### config.mk
export PLATFORM = sky130hd
export DESIGN_NAME = grid_access_ctrl
export DESIGN_NICKNAME = d
export VERILOG_FILES = /design/src/rtl/sudoku_pkg.sv /design/src/rtl/grid_cursor.sv /design/src/rtl/grid_access_ctrl.sv
export SDC_FILE = /design/constraint.sdc
export NUM_CORES = 1
export LEC_CHECK = 0
export CORE_UTILIZATION = 35
export DETAILED_ROUTE_END_ITERATION = 6
export GPL_ROUTABILITY_DRIVEN = 0
export GPL_TIMING_DRIVEN = 0
export PLACE_DENSITY = 0.65
export SLEW_MARGIN = 20
export SYNTH_ARGS = -nofsm -noshare
export SYNTH_HDL_FRONTEND = slang
export SYNTH_SLANG_ARGS = --single-unit
### constraint.sdc
create_clock -name board_clk -period 3.5 [get_ports board_clk]
set_clock_uncertainty 0.05 [all_clocks]
set_input_delay 0.7 -clock board_clk [delete_from_list [all_inputs] [get_ports board_clk]]
set_output_delay 0.7 -clock board_clk [all_outputs]
set_load 0.01 [all_outputs]
### src/rtl/sudoku_pkg.sv
// Shared constants, state encoding and value check for the sudoku grid access path.
package sudoku_pkg;

   localparam int unsigned N      = 9;
   localparam int unsigned CELLS  = 81;
   localparam int unsigned ADDR_W = 7;
   localparam int unsigned VAL_W  = 4;

   localparam logic [VAL_W-1:0]  EMPTY     = '0;
   localparam logic [VAL_W-1:0]  MAX_VAL   = VAL_W'(N);
   localparam logic [ADDR_W-1:0] LAST_ADDR = ADDR_W'(CELLS - 1);
   localparam logic [3:0]        LAST_IDX  = 4'(N - 1);

   typedef enum logic [1:0] {
      StClear,
      StEdit,
      StSolve,
      StView
   } state_e;

   function automatic logic val_legal(input logic [VAL_W-1:0] v);
      return v <= MAX_VAL;
   endfunction

endpackage

### src/rtl/grid_cursor.sv
// Row/column cursor with a registered linear address that tracks row*9+col by counting,
// wrapping (8,8)<->(0,0). Simultaneous inc and dec leave it in place.
module grid_cursor
   import sudoku_pkg::*;
(
   input  logic              board_clk,
   input  logic              Reset,
   input  logic              inc,
   input  logic              dec,
   output logic [3:0]        row,
   output logic [3:0]        col,
   output logic [ADDR_W-1:0] addr
);

   logic [3:0]        row_q, row_d;
   logic [3:0]        col_q, col_d;
   logic [ADDR_W-1:0] addr_q, addr_d;

   always_comb begin
      row_d  = row_q;
      col_d  = col_q;
      addr_d = addr_q;
      if (inc && !dec) begin
         addr_d = (addr_q == LAST_ADDR) ? '0 : addr_q + 1'b1;
         if (col_q == LAST_IDX) begin
            col_d = '0;
            row_d = (row_q == LAST_IDX) ? '0 : row_q + 4'd1;
         end else begin
            col_d = col_q + 4'd1;
         end
      end else if (dec && !inc) begin
         addr_d = (addr_q == '0) ? LAST_ADDR : addr_q - 1'b1;
         if (col_q == '0) begin
            col_d = LAST_IDX;
            row_d = (row_q == '0) ? LAST_IDX : row_q - 4'd1;
         end else begin
            col_d = col_q - 4'd1;
         end
      end
   end

   always_ff @(posedge board_clk or posedge Reset) begin
      if (Reset) begin
         row_q  <= '0;
         col_q  <= '0;
         addr_q <= '0;
      end else begin
         row_q  <= row_d;
         col_q  <= col_d;
         addr_q <= addr_d;
      end
   end

   assign row  = row_q;
   assign col  = col_q;
   assign addr = addr_q;

endmodule

### src/rtl/grid_access_ctrl.sv
// Arbitrates the single grid RAM port between the clear sweep, the user cursor/editor and
// the solver, and sequences CLEAR -> EDIT -> SOLVE -> VIEW.
module grid_access_ctrl
   import sudoku_pkg::*;
(
   input  logic              board_clk,
   input  logic              Reset,
   input  logic              Prev,
   input  logic              Next,
   input  logic              Enter,
   input  logic              Start,
   input  logic [VAL_W-1:0]  InputValue,
   input  logic              slv_req,
   input  logic              slv_we,
   input  logic [ADDR_W-1:0] slv_addr,
   input  logic [VAL_W-1:0]  slv_wdata,
   output logic              slv_gnt,
   output logic [VAL_W-1:0]  slv_rdata,
   output logic              slv_rvalid,
   output logic              mem_we,
   output logic [ADDR_W-1:0] mem_addr,
   output logic [VAL_W-1:0]  mem_wdata,
   input  logic [VAL_W-1:0]  mem_rdata,
   output logic              solve_go,
   input  logic              solve_done,
   output logic [3:0]        Row,
   output logic [3:0]        Col,
   output logic [VAL_W-1:0]  CellValue,
   output logic              Busy,
   output logic              InErr
);

   state_e            state_q, state_d;
   logic [ADDR_W-1:0] clr_cnt_q, clr_cnt_d;
   logic [VAL_W-1:0]  cell_q;
   logic              rvalid_q;
   logic              ui_rd, ui_rd_q;
   logic              cur_inc, cur_dec;
   logic [ADDR_W-1:0] cur_addr;

   grid_cursor u_cursor (
      .board_clk (board_clk),
      .Reset     (Reset),
      .inc       (cur_inc),
      .dec       (cur_dec),
      .row       (Row),
      .col       (Col),
      .addr      (cur_addr)
   );

   always_comb begin
      state_d   = state_q;
      clr_cnt_d = clr_cnt_q;
      mem_we    = 1'b0;
      mem_addr  = cur_addr;
      mem_wdata = EMPTY;
      slv_gnt   = 1'b0;
      solve_go  = 1'b0;
      InErr     = 1'b0;
      cur_inc   = 1'b0;
      cur_dec   = 1'b0;
      ui_rd     = 1'b0;
      unique case (state_q)
         StClear: begin
            mem_we    = 1'b1;
            mem_addr  = clr_cnt_q;
            mem_wdata = EMPTY;
            if (clr_cnt_q == LAST_ADDR) begin
               clr_cnt_d = '0;
               state_d   = StEdit;
            end else begin
               clr_cnt_d = clr_cnt_q + 1'b1;
            end
         end
         StEdit: begin
            cur_inc = Next && !Prev;
            cur_dec = Prev && !Next;
            // Write uses the current (pre-move) cursor address.
            if (Enter) begin
               if (val_legal(InputValue)) begin
                  mem_we    = 1'b1;
                  mem_wdata = InputValue;
               end else begin
                  InErr = 1'b1;
               end
            end
            if (Start) begin
               solve_go = 1'b1;
               state_d  = StSolve;
            end
            ui_rd = !mem_we;
         end
         StSolve: begin
            slv_gnt = slv_req;
            if (slv_req) begin
               mem_we    = slv_we;
               mem_addr  = slv_addr;
               mem_wdata = slv_wdata;
            end else begin
               ui_rd = 1'b1;
            end
            if (solve_done) begin
               state_d = StView;
            end
         end
         StView: begin
            cur_inc = Next && !Prev;
            cur_dec = Prev && !Next;
            ui_rd   = 1'b1;
            if (Start) begin
               state_d = StEdit;
            end
         end
      endcase
      // Outputs must be quiet while reset is held, not just after the next edge.
      if (Reset) begin
         mem_we   = 1'b0;
         slv_gnt  = 1'b0;
         solve_go = 1'b0;
         InErr    = 1'b0;
         ui_rd    = 1'b0;
      end
   end

   always_ff @(posedge board_clk or posedge Reset) begin
      if (Reset) begin
         state_q   <= StClear;
         clr_cnt_q <= '0;
         cell_q    <= EMPTY;
         rvalid_q  <= 1'b0;
         ui_rd_q   <= 1'b0;
      end else begin
         state_q   <= state_d;
         clr_cnt_q <= clr_cnt_d;
         rvalid_q  <= slv_gnt && !slv_we;
         ui_rd_q   <= ui_rd;
         if (ui_rd_q) begin
            cell_q <= mem_rdata;
         end
      end
   end

   assign slv_rdata  = mem_rdata;
   assign slv_rvalid = rvalid_q;
   assign CellValue  = cell_q;
   assign Busy       = (state_q == StClear) || (state_q == StSolve);

endmodule

==> flow_summary.toml <==
[final_layout]
n_antenna_cell = 0
layout_common_cells = "clkdlybuf4s50_1 (60), dfrtp_1 (30), inv_1 (26)"
multi_input_comb_area_um2 = 1270
drive_above_1_share_pct = 9.32
n_fill_cell = 596
finish.utilization_pct = 49.7
final_common_cell = "clkdlybuf4s50_1"
areaGrowthSynthToFinish_pct = 34.9
seq_area_um2 = 751
stdcell_count = 397
final_nets = 364

[power_and_ir_drop]
clockPowerShare_pct = 11.6
ir_drop_uv = 296
p_total_mw = 2.29
p_comb_share_pct = 60.2
power_density_nw_per_um2 = 764
p_leak_nw = 1.25
cell_internal_pwr_mw = 1.31
seqPwrFrac_pct = 28.3
p_switching_mw = 0.975
sw_frac_of_total_pct = 42.6

[setup_path]
cp_slowest_stage_delay_ns = 0.56
crit_chain = "clkdlybuf4s50_1 > o21ai_0 > and3_1 > a211oi_1 > nor3_1 > clkdlybuf4s50_1"
startpoint_type = "primary input"
cp_max_fo = 5
path_buf_inv = 2
required_ns = 2.75
critPathKind = "primary input to output pin"
worstPathArrival_ns = 2.61
path_delay_family = "buffers and inverters"
cp_slowest_cell = "clkdlybuf4s50_1"
end_kind = "output pin"
cp_common_cell = "clkdlybuf4s50_1"

[sta]
min_period_ns = 3.36
min_period_over_period_pct = 96.0
tightest_slew_ns = 0.724
finalHoldViolCount = 0
finalSetupViolCount = 0
fmax_mhz = 298
rsz0062_at_grt = "false"
max_slew_margin_pct = 51.5
setup_ws_ns = 0.141
slew_violations = 0

[global_routing]
grt_overflow_total = 0
grt_max_degree = 32
grt_pass1_vias = 1909
track_usage_pct = 17.8
grt_antenna_before_repair = 0
grt_pass1_wl_mm = 8.95

[route]
drtPass1Iterations = 4
first_iter_violations = 169
route.detailed.drc = 0
wl_met2_mm = 2.76
drt-wirelength-per-cell_um = 14.6
drtAntennaViolNets = 0
wl_met1_mm = 2.64
dr.max_layer_used = "met4"
routed_wl_mm = 5.78
vias = 2134
vias_per_cell = 5.38
route.met3.wl_um = 268

[synth]
synth_edf_count = 0
synth_seq_cells = 30
synth_ff_type = "dfrtp_1"
avgSynthCellArea_um2 = 8.70
syn_nets = 297
ys_seq_area_share_pct = 33.8
yosysWarnings = 0
async_reset_ff_share_pct = 100
synth_cells = 255
synth.distinct_cells = 56
synth_area_um2 = 2220

[die]
start_util_pct = 36.8
ios = 61
die_h_um = 81.6
coreArea_um2 = 6030
die_area_um2 = 6660
dieWidth_um = 81.6
rows = 28

[placement]
dp_hpwl_mm = 4.45
placed_cells = 390
io_buffers = 60
dp_slack_ns = 0.0675

[clocking]
cts_tree = "built"
root_buffer = "clkbuf_8"
htreeDepth = 2
clk_path_buf_depth = 2
clkTransAtPathRegs_ns = 0.06
clkSinkCount = 30
clk_latency_ns = 0.29
cts_buffers = 5

[outcome]
status = "finished, final reports clean"

[min_path]
hold_path_class = "flip-flop to flip-flop"

[job]
drv_cap = 0
## cell families (layout without fill, tap and decap cells)
| kind of cell | count (synthesis) | after routing | synth area share, % |
|---|---|---|---|
| flops | 30 | 30 | 33.8 |
| mux | 8 | 8 | 3.95 |
| xor+xnor | 5 | 5 | 1.97 |
| simple gates | 80 | 80 | 19.6 |
| fa+ha+maj | 14 | 14 | 7.90 |
| buf+inv | 45 | 112 | 8.80 |
| compound gates | 73 | 73 | 23.9 |
## flip-flops by register name, indices dropped and copies added, names as in the netlist
signal         cells
CellValue          4
u_cursor.col       4
ui_rd_q            1
u_cursor.row       4
slv_rvalid         1
state_q            2
clr_cnt_q          7
u_cursor.addr      7
## Yosys cell counts, drive strengths merged (2+ instances only)
cell type | count | area (um^2)
nand2b | 2 | 12.5
a211oi | 6 | 45.0
a21oi | 8 | 40.0
ha | 14 | 175
and3 | 4 | 26.3
o21ai | 15 | 75.1
o31ai | 2 | 15.0
or3b | 2 | 17.5
nor2b | 4 | 25.0
clkbuf | 11 | 41.3
a22oi | 4 | 30.0
nor2 | 20 | 75.1
or3 | 4 | 30.0
o22ai | 2 | 12.5
nor3b | 2 | 15.0
a221o | 2 | 21.3
nor3 | 13 | 65.1
nand2 | 15 | 56.3
nand3 | 6 | 30.0
o21bai | 2 | 15.0
mux2i | 2 | 20.0
o221ai | 3 | 26.3
a31oi | 4 | 25.0
a22o | 8 | 70.1
xnor2 | 2 | 17.5
dfrtp | 30 | 751
inv | 27 | 101
xor2 | 3 | 26.3
a222oi | 6 | 60.1
nand4 | 2 | 12.5
mux2 | 6 | 67.6
buf | 6 | 48.8
## final timing paths
kind                          startpoint                to  slack [ns]  depth (start not counted)
max in group asynchronous          Reset        state_q[1]        2.04                          2
setup reg to reg              state_q[1]  u_cursor.addr[5]        0.56                         10
setup / recovery           InputValue[2]            mem_we        0.14                          6
hold reg to reg             CellValue[0]      CellValue[0]        0.45                          1
min in group asynchronous          Reset        slv_rvalid        0.93                          2
hold / removal              CellValue[0]      CellValue[0]        0.45                          1
## power by group through the flow
stage                     clock network [mW]  logic [mW]  registers [mW]
after global routing                   0.291        1.51           0.673
after detailed placement                   0        1.38           0.655
after floorplan                            0       0.859           0.641
after CTS                              0.272        1.38           0.648
after global placement                     0        1.36           0.650
final                                  0.264        1.38           0.646
## cell type report
cell class              instances  area share, %
multi-input cells             180           42.5
repair buffers                 60           20.1
flip-flops and latches         30           25.1
inverters                      28           3.51
clock buffers                   5           2.30
clock inverters                 2          0.334
plain buffers                  17           3.05
well taps                      75           3.14
## what timing repair did
item	4_1_cts	5_1_grt
gates resized for setup	0	2
hold buffers	0	0
setup buffers	0	0
setup endpoints to repair	0	9
## metrics by stage
step | TNS, ns | hold WS, ns | cell area, um^2
after floorplan | 0 | 0.425 | 2220
after global placement | -0.318 | 0.438 | 2910
after detailed placement | 0 | 0.445 | 2910
after CTS | 0 | 0.459 | 2990
after global routing | 0 | 0.478 | 2990
final | 0 | 0.451 | 2990
## layer usage
metal,vias up,GRT usage [%]
li1,1059,-
met1,1020,23.6
met2,47,28.2
met3,8,4.33
met4,0,6.14
met5,-,0
(Power assumes the default switching activity.)
